File: src/rtl/dmem_store_buffer.sv
// Data-memory store buffer: posts core stores into an in-order FIFO drained to a
// valid/ready bus; loads bypass unrelated stores and wait for same-word stores.
module dmem_store_buffer #(
  parameter int SB_DEPTH = 4
) (
  input  logic                        clk,
  input  logic                        reset,
  input  logic                        read,
  input  logic [31:0]                 read_address,
  input  logic                        write,
  input  logic [31:0]                 write_address,
  input  logic [31:0]                 DATA_out,
  input  logic [1:0]                  size,
  output logic [31:0]                 DATA_in,
  output logic                        rd_valid,
  output logic                        stall,
  output logic                        mem_req_valid,
  input  logic                        mem_req_ready,
  output logic                        mem_req_we,
  output logic [31:0]                 mem_req_addr,
  output logic [31:0]                 mem_req_wdata,
  output logic [3:0]                  mem_req_be,
  input  logic                        mem_rsp_valid,
  input  logic [31:0]                 mem_rsp_rdata,
  output logic [$clog2(SB_DEPTH):0]   sb_count,
  output logic                        err_misalign,
  output logic                        err_overflow
);
  localparam int PW = $clog2(SB_DEPTH);
  localparam int CW = PW + 1;

  localparam logic [1:0] IDLE     = 2'd0;
  localparam logic [1:0] LD_DRAIN = 2'd1;
  localparam logic [1:0] LD_REQ   = 2'd2;
  localparam logic [1:0] LD_RSP   = 2'd3;

  logic [29:0]         sb_addr [SB_DEPTH];
  logic [3:0]          sb_be   [SB_DEPTH];
  logic [31:0]         sb_data [SB_DEPTH];
  logic [SB_DEPTH-1:0] sb_vld;
  logic [PW-1:0]       rd_ptr, wr_ptr;
  logic [CW-1:0]       count;
  logic [1:0]          state;
  logic [29:0]         ld_addr;

  logic [3:0]  enc_be;
  logic [31:0] enc_data;
  logic        enc_mis;
  logic        full, push, pop, drain_en, rd_go;
  logic        hit_rd, hit_ld;

  always_comb begin
    enc_be   = 4'b1111;
    enc_data = DATA_out;
    enc_mis  = 1'b0;
    case (size)
      2'b00: begin
        enc_be   = 4'b0001 << write_address[1:0];
        enc_data = {4{DATA_out[7:0]}};
      end
      2'b01: begin
        enc_be   = write_address[1] ? 4'b1100 : 4'b0011;
        enc_data = {2{DATA_out[15:0]}};
        enc_mis  = write_address[0];
      end
      default: enc_mis = |write_address[1:0];
    endcase
  end

  assign full     = (count == CW'(SB_DEPTH));
  assign push     = write && !full;
  assign stall    = (state != IDLE) || full;
  assign rd_go    = read && !stall;
  assign drain_en = ((state == IDLE) || (state == LD_DRAIN)) && (count != '0);
  assign pop      = drain_en && mem_req_ready;

  // An entry popping this edge no longer blocks the load; a store pushed this
  // edge does, since it is older than a same-cycle load.
  always_comb begin
    hit_rd = push && (write_address[31:2] == read_address[31:2]);
    hit_ld = push && (write_address[31:2] == ld_addr);
    for (int i = 0; i < SB_DEPTH; i++) begin
      if (sb_vld[i] && !(pop && rd_ptr == PW'(i))) begin
        if (sb_addr[i] == read_address[31:2]) hit_rd = 1'b1;
        if (sb_addr[i] == ld_addr)            hit_ld = 1'b1;
      end
    end
  end

  // The load preempts any drain request once in LD_REQ; the head store is
  // re-presented unchanged on return to IDLE.
  always_comb begin
    mem_req_valid = drain_en || (state == LD_REQ);
    mem_req_we    = drain_en;
    mem_req_addr  = '0;
    mem_req_wdata = '0;
    mem_req_be    = '0;
    if (state == LD_REQ) begin
      mem_req_addr = {ld_addr, 2'b00};
      mem_req_be   = 4'b1111;
    end else if (drain_en) begin
      mem_req_addr  = {sb_addr[rd_ptr], 2'b00};
      mem_req_wdata = sb_data[rd_ptr];
      mem_req_be    = sb_be[rd_ptr];
    end
  end

  always_ff @(posedge clk) begin
    if (push) begin
      sb_addr[wr_ptr] <= write_address[31:2];
      sb_be[wr_ptr]   <= enc_be;
      sb_data[wr_ptr] <= enc_data;
    end
  end

  always_ff @(posedge clk or negedge reset) begin
    if (!reset) begin
      sb_vld       <= '0;
      rd_ptr       <= '0;
      wr_ptr       <= '0;
      count        <= '0;
      err_misalign <= 1'b0;
      err_overflow <= 1'b0;
    end else begin
      if (pop) begin
        sb_vld[rd_ptr] <= 1'b0;
        rd_ptr         <= rd_ptr + 1'b1;
      end
      if (push) begin
        sb_vld[wr_ptr] <= 1'b1;
        wr_ptr         <= wr_ptr + 1'b1;
      end
      case ({push, pop})
        2'b10:   count <= count + 1'b1;
        2'b01:   count <= count - 1'b1;
        default: ;
      endcase
      if (write && enc_mis) err_misalign <= 1'b1;
      if (write && full)    err_overflow <= 1'b1;
    end
  end

  always_ff @(posedge clk or negedge reset) begin
    if (!reset) begin
      state    <= IDLE;
      ld_addr  <= '0;
      DATA_in  <= '0;
      rd_valid <= 1'b0;
    end else begin
      rd_valid <= 1'b0;
      case (state)
        IDLE: if (rd_go) begin
          ld_addr <= read_address[31:2];
          state   <= hit_rd ? LD_DRAIN : LD_REQ;
        end
        LD_DRAIN: if (!hit_ld) state <= LD_REQ;
        LD_REQ:   if (mem_req_ready) state <= LD_RSP;
        default: if (mem_rsp_valid) begin
          DATA_in  <= mem_rsp_rdata;
          rd_valid <= 1'b1;
          state    <= IDLE;
        end
      endcase
    end
  end

  assign sb_count = count;
endmodule

File: config.mk
export PLATFORM = sky130hd
export DESIGN_NAME = dmem_store_buffer
export DESIGN_NICKNAME = d
export VERILOG_FILES = /design/src/rtl/dmem_store_buffer.sv
export SDC_FILE = /design/constraint.sdc
export NUM_CORES = 1
export LEC_CHECK = 0
export ABC_AREA = 1
export CAP_MARGIN = 10
export CORE_AREA = 4 4 195 197
export DETAILED_ROUTE_END_ITERATION = 7
export DIE_AREA = 0 0 199 201
export HOLD_SLACK_MARGIN = 0.15
export PLACE_DENSITY = 0.77
export SYNTH_ARGS = -nofsm -noshare
export SYNTH_HDL_FRONTEND = slang
export SYNTH_SLANG_ARGS = --single-unit
File: constraint.sdc
create_clock -name clk -period 3.9 [get_ports clk]
set_input_delay 0.78 -clock clk [delete_from_list [all_inputs] [get_ports clk]]
set_output_delay 0.78 -clock clk [all_outputs]
set_load 0.05 [all_outputs]
Yosys cells after proc, flatten, opt, wreduce, memory -nomap -nowiden
Memories as Yosys holds them, arrays and structs flattened. Index checks and enable logic that the tools add are counted. W data, S select, Z words.

$add $sub $neg: 4. $lt $le $gt $ge: 4. Eq/ne operators: 22. Shift operators: 1. Muxes and demuxes: 43. Bitwise gates (word level): 4. Reductions and logical operators: 39.

Operators by type and width (count): $eq A30 B30 Y1 (10); $mux W32 (4); $pmux W32 S2 (1); $mux W1 (22); $mux W4 (5); $logic_and A1 B1 Y1 (18); $mux W2 (5); $eq A2 B1 Y1 const B (4); $eq A2 B2 Y1 const B (4); $pmux W4 S2 (1); $logic_not A1 Y1 (6); $logic_not A2 Y1 (3); $lt A2 B3 Y1 const B (2); $ne A2 B2 Y1 const B (3); $pmux W2 S3 (1); $pmux W3 S2 (1); $add A2 B1 Y2 const B (2); $and A4 B4 Y4 (1); $demux W1 S2 (2); $ge A2 B1 Y1 const B (2); $not A4 Y4 (1); $or A4 B4 Y4 (1); $reduce_and A2 Y1 (2); $reduce_and A4 Y1 (1); 12 further kinds (15).

Bits in registers: 78. Bits in writable memories: 264. Output and inout bits: 109. Memories: 3.

Memory list: sb_data (words 4, width 32, rd ports 1, clocked after memory_dff 0, write ports 1, RTL line 39) `logic [31:0] sb_data [SB_DEPTH];`; sb_addr (words 4, width 30, rd ports 5, clocked after memory_dff 0, write ports 1, RTL line 37) `logic [29:0] sb_addr [SB_DEPTH];`; sb_be (words 4, width 4, rd ports 1, clocked after memory_dff 0, write ports 1, RTL line 38) `logic [3:0] sb_be [SB_DEPTH];`.

Logic depth before layout (Yosys ltp)
Depth after elaboration: 17. Gate-level depth with buffers: 17. Gate-level depth less buffers: 15.

Worst setup path after synthesis
OpenSTA, ideal clock, no wires.

Path type: flip-flop to flip-flop. Start: register count[0] (netlist: sb_count[0]). End: memory sb_addr[1][0], enable pin. Setup time: 0.491 ns. Data arrival time: 4.059 ns. Required time: 3.409 ns. Slack: -0.650 ns. Cell stages (with the launch flop): 6. Path buffers: 1. Clock period less this slack: 4.550 ns. Cells stage by stage: dfrtp_1 -> inv_1 -> nand3_1 -> nand2_1 -> clkbuf_1 -> nor2_1.

Word-level cells in the longest chain between the ends: 5.

RTL lines: from (decl) (RTL line 42) `logic [CW-1:0] count;`; from (signal assigned) (RTL line 134) `2'b10: count <= count + 1'b1;`; from (signal assigned) (RTL line 135) `2'b01: count <= count - 1'b1;`; $eq A3 B3 Y1 (RTL line 70) `assign full = (count == CW'(SB_DEPTH));`; $logic_not A1 Y1 (RTL line 71) `assign push = write && !full;`; $logic_and A1 B1 Y1 (RTL line 71); $mux W1 (RTL line 109) `if (push) begin`; $mux W1 (implied by the code) (RTL line 110) `sb_addr[wr_ptr] <= write_address[31:2];`; to (decl) (RTL line 37).

Every way passes these cells.

Worst setup path after layout
Start: register state[1]. End: output mem_req_wdata[26].

Word-level cells in the longest chain between the ends: 5.

RTL lines: from (decl) (RTL line 43) `logic [1:0] state;`; from (signal assigned) (RTL line 154) `state <= hit_rd ? LD_DRAIN : LD_REQ;`; $eq A2 B1 Y1 or $logic_not A2 Y1 (tied branches) (RTL line 74) `assign drain_en = ((state == IDLE) || (state == LD_DRAIN)) && (count != '0);`; $logic_or A1 B1 Y1 (RTL line 74); $logic_and A1 B1 Y1 (RTL line 74); $mux W32 (RTL line 101) `end else if (drain_en) begin`; $mux W32 * (RTL line 98) `if (state == LD_REQ) begin`; to (decl) (RTL line 21) `output logic [31:0] mem_req_wdata,`.

Every way passes the cells marked *; elsewhere a longest branch is shown, timed or not.

==> out/results.env <==
WORSTREGTOREGCELLS=12
FINAL-HOLD-VIOLATION-COUNT=0
SYN-CELL-AREA_UM2=18300
CLK_TREE_ROOT_CELL='clkbuf_16'
NUMBER_OF_BUFFERS_CREATED_BY_CTS=38
DESIGN.CORE.AREA_UM2=36300
SYNTH_EDF_COUNT=264
DP_SLACK_NS=0.660
FIRST_GLOBAL_VIAS=14610
IRDROPWORSTVDD_mV=0.766
DRT-VIAS-PER-INSTANCE=5.42
HPWL_DETAILED_UM=35000
WIRELENGTH_UM=51000
ANTENNA_FOUND_INITIAL=2
FIN_CELLS=2702
POWER_DENSITY_nW_PER_UM2=881
YS_ASYNC_SR_FRACTION_PCT=22.8
GRT.OVERFLOW.TOTAL=0
SETUP_WS_FINAL_NS=0.245
DETAILED_PLACE.AREA_UM2=21600
MAXSLEWHEADROOM_PCT=35.5
MET3_USAGE_PCT=3.73
SYNTH_SEQ_AREA_SHARE_PCT=54.0
FINAL-SEQ-AREA_UM2=9880
CRITICAL_PATH.ENDPOINT_TYPE='output pin'
CTS_BUFFER_DEPTH=3
GRT_START_MAX_NET_PINS=76
YS.FLOP_TYPE='edfxtp_1'
CLOCK_INSERTION_DELAY_WORST_SKEW_NS=0.52
FINAL_CELL_AREA_UM2=22900
SYNTH.YOSYS.WARNINGS=0
DR_TOTAL_VIAS=14632
DIE_AREA_UM2=40000
LAYOUT_WORST_PATH_CYCLE_SHARE_PCT=93.7
GRT_UTIL_MET1_PCT=32.4
MAX_CAP_VIOL_COUNT=0
NUMBER_OF_DISTINCT_LIBRARY_CELLS_AFTER_SYNTHESIS=40
DETAIL-ROUTE-ANTENNA-NETS=0
DIE_W_UM=199
ACHIEVABLE-FREQUENCY_GHz=0.274
AVGSYNTHCELLAREA_UM2=9.03
CTS_TREE='built'
SETUP.WORST_PATH.CLASS='reg -> out'
RUN_STATUS='finished clean'
CLKSLEWWORSTSETUPHOLDPATHS_NS=0.06
GRT.MET2_USAGE_PCT=42.7
NUMBER_OF_SYNTHESIZED_REGISTER_BITS=342
MULTI_INPUT_GATE_AREA_IN_THE_FINAL_LAYOUT_UM2=7330
P_TOTAL_mW=20.2
FINCLKSKEW_NS=0.0145
LAYOUT.FILLER_CELLS=2882
SYNTHESIS.INSTANCES=2027
DRT_DRC_VIOLATIONS_LEFT=0
POST-PLACE-CELLS=2631
WHS_NS=0.407
SYNTHTOLAYOUTAREAGROWTH_PCT=24.9
GRT_UTIL_ALL_LAYERS_PCT=24.9
FIN_NETS=2354
SETUP_VIOL_COUNT_FINAL=0
CRITICAL_PATH_PEAK_FANOUT=29
TIMING.CRITICAL_PATH.FROM_TYPE='flop'
CRITPATHREQUIREDTIME_NS=3.12
CTS_HOLD_BUFFERS=0
GLOBALROUTE.BUSIESTLAYER='met2'
GRT_SETUP_UNREPAIRED='no'
PLACE.GP.CONGESTION=0.911
POST-CTS-SETUP-BUFFERS=0
BUFFER_PORTS.INSERTED=240
HTREE_NUM_LEVELS=2
POSTLAYOUTCOREUTIL_PCT=63.1
WORSTPATHARRIVAL_NS=2.87
FINAL_PERIOD_MINUS_WORST_SETUP_SLACK_NS=3.65
IO-PIN-COUNT=245
STD_CELL_ROWS=70
GRT_PASS1_WL_UM=79200
DETAILEDROUTE.FIRSTITERATIONVIOLATIONS=1232
CELLLEAKAGEPOWER_nW=9.11
WORST_SLEW_PIN_SLEW_NS=0.968
DIE_H_UM=201
DRT-WIRELENGTH-PER-CELL_UM=18.9
SETUP_TNS_FINAL_NS=0
WORSTHOLDPATHTYPE='in -> async'
DRTPASS1ITERATIONS=5
DRIVE_ABOVE_1_SHARE_PCT=7.93
INITIAL_CORE_UTIL_PCT=50.5
CTS_NUM_SINKS=342
DRV_SLEW=0
-- repair_timing --
| action | in CTS | in global routing |
|---|---|---|
| hold endpoints to repair | 0 | 0 |
| gates resized for setup | 0 | 3 |
| endpoints found under the setup margin | 0 | 8 |
-- layer usage --
metal	routed length, um	share of wire, %
met3	3740	7.3
met4	1760	3.5
met1	20200	40
met2	25200	49
met5	20	0.039
-- cell usage in the layout, fill, tap and decap left out, types with 2 or more instances in the layout --
cell type,synthesis,final
clkinvlp_4,0,3
or2_2,3,3
bufinv_16,0,4
dfrtp_1,78,76
o32ai_2,0,2
conb_1,1,2
ha_1,14,14
nor2_4,1,5
a32o_1,5,5
or2_1,3,3
nor2_2,3,3
nand4_1,24,24
o21ai_0,147,147
o21ai_1,4,4
o211ai_1,9,9
clkbuf_1,45,11
a21oi_1,93,93
nand2_1,512,511
buf_12,0,66
buf_4,14,28
clkbuf_8,0,2
clkinv_1,0,4
clkinv_2,0,5
xnor2_1,138,138
mux2_2,2,2
clkbuf_16,0,41
inv_2,1,2
inv_1,138,136
nand3_1,37,36
o22ai_1,29,29
xor2_1,94,94
clkdlybuf4s50_1,0,173
edfxtp_1,264,264
nor2_1,278,274
nor3_1,6,6
-- power by group --
group / switching [mW] / internal, mW
combinational: 6.75 / 4.05
clock: 1.43 / 2.23
sequential: 0.768 / 4.93
-- Yosys cell counts (24+ instances only) --
cell / instances / area share (%)
dfrtp_1: 78 / 11
buf_2: 63 / 1.7
inv_1: 138 / 2.8
nand4_1: 24 / 0.82
edfxtp_1: 264 / 43
nand2_1: 512 / 10
nor2_1: 278 / 5.7
o22ai_1: 29 / 0.99
xor2_1: 94 / 4.5
nand3_1: 37 / 1.0
clkbuf_1: 45 / 0.92
a21oi_1: 93 / 2.5
o21ai_0: 147 / 4.0
xnor2_1: 138 / 6.6
-- area by class of cell --
class / count / area share (%)
Inverter: 140 / 2.31
Antenna cell: 1 / 0.0109
Clock buffer: 54 / 4.79
Clock inverter: 16 / 0.815
Multi-Input combinational cell: 1414 / 32.0
Sequential cell: 342 / 43.2
Timing Repair Buffer: 267 / 14.3
Tap cell: 468 / 2.56
-- worst max-delay path, cell delays in order (launching register included) --
cell,delay [ns]
dfrtp_1,0.44
inv_1,0.14
ha_1,0.19
or2_4,0.15
nand2_1,0.07
inv_1,0.21
nand2_4,0.28
buf_12,0.27
a21oi_1,0.39
buf_12,0.20
-- cells by family after synthesis --
group,Yosys count,share of synthesized area [%]
adder cells (fa/ha/maj),15,1.07
buffers and inverters,272,6.36
AND/OR/NAND/NOR,870,18.7
multiplexers,2,0.123
AO/OA/AOI/OAI,293,8.63
XOR/XNOR,232,11.1
flip-flops,342,54.0
other,1,0.0205
-- state kept, by name (all words and copies together) (netlist names) --
signal	flops
err_misalign	1
sb_count	3
rd_valid	1
DATA_in	32
sb_data	128
state	2
ld_addr	30
rd_ptr	2
sb_addr	120
err_overflow	1
sb_be	16
sb_vld	4
wr_ptr	2
-- worst paths after layout --
| check | start | end | slack [ns] |
|---|---|---|---|
| max | state[1]$_DFFE_PN0P_ | mem_req_wdata[26] | 0.25 |
| max reg2reg | rd_ptr[1]$_DFFE_PN0P_ | state[0]$_DFFE_PN0P_ | 1.43 |
| min reg2reg | DATA_in[25]$_DFFE_PN0P_ | DATA_in[25]$_DFFE_PN0P_ | 0.47 |
| max in group asynchronous | reset | DATA_in[9]$_DFFE_PN0P_ | 2.67 |
| min in group clk | DATA_in[25]$_DFFE_PN0P_ | DATA_in[25]$_DFFE_PN0P_ | 0.47 |
| min | reset | ld_addr[16]$_DFFE_PN0P_ | 0.41 |
(Power assumes the default switching activity.)
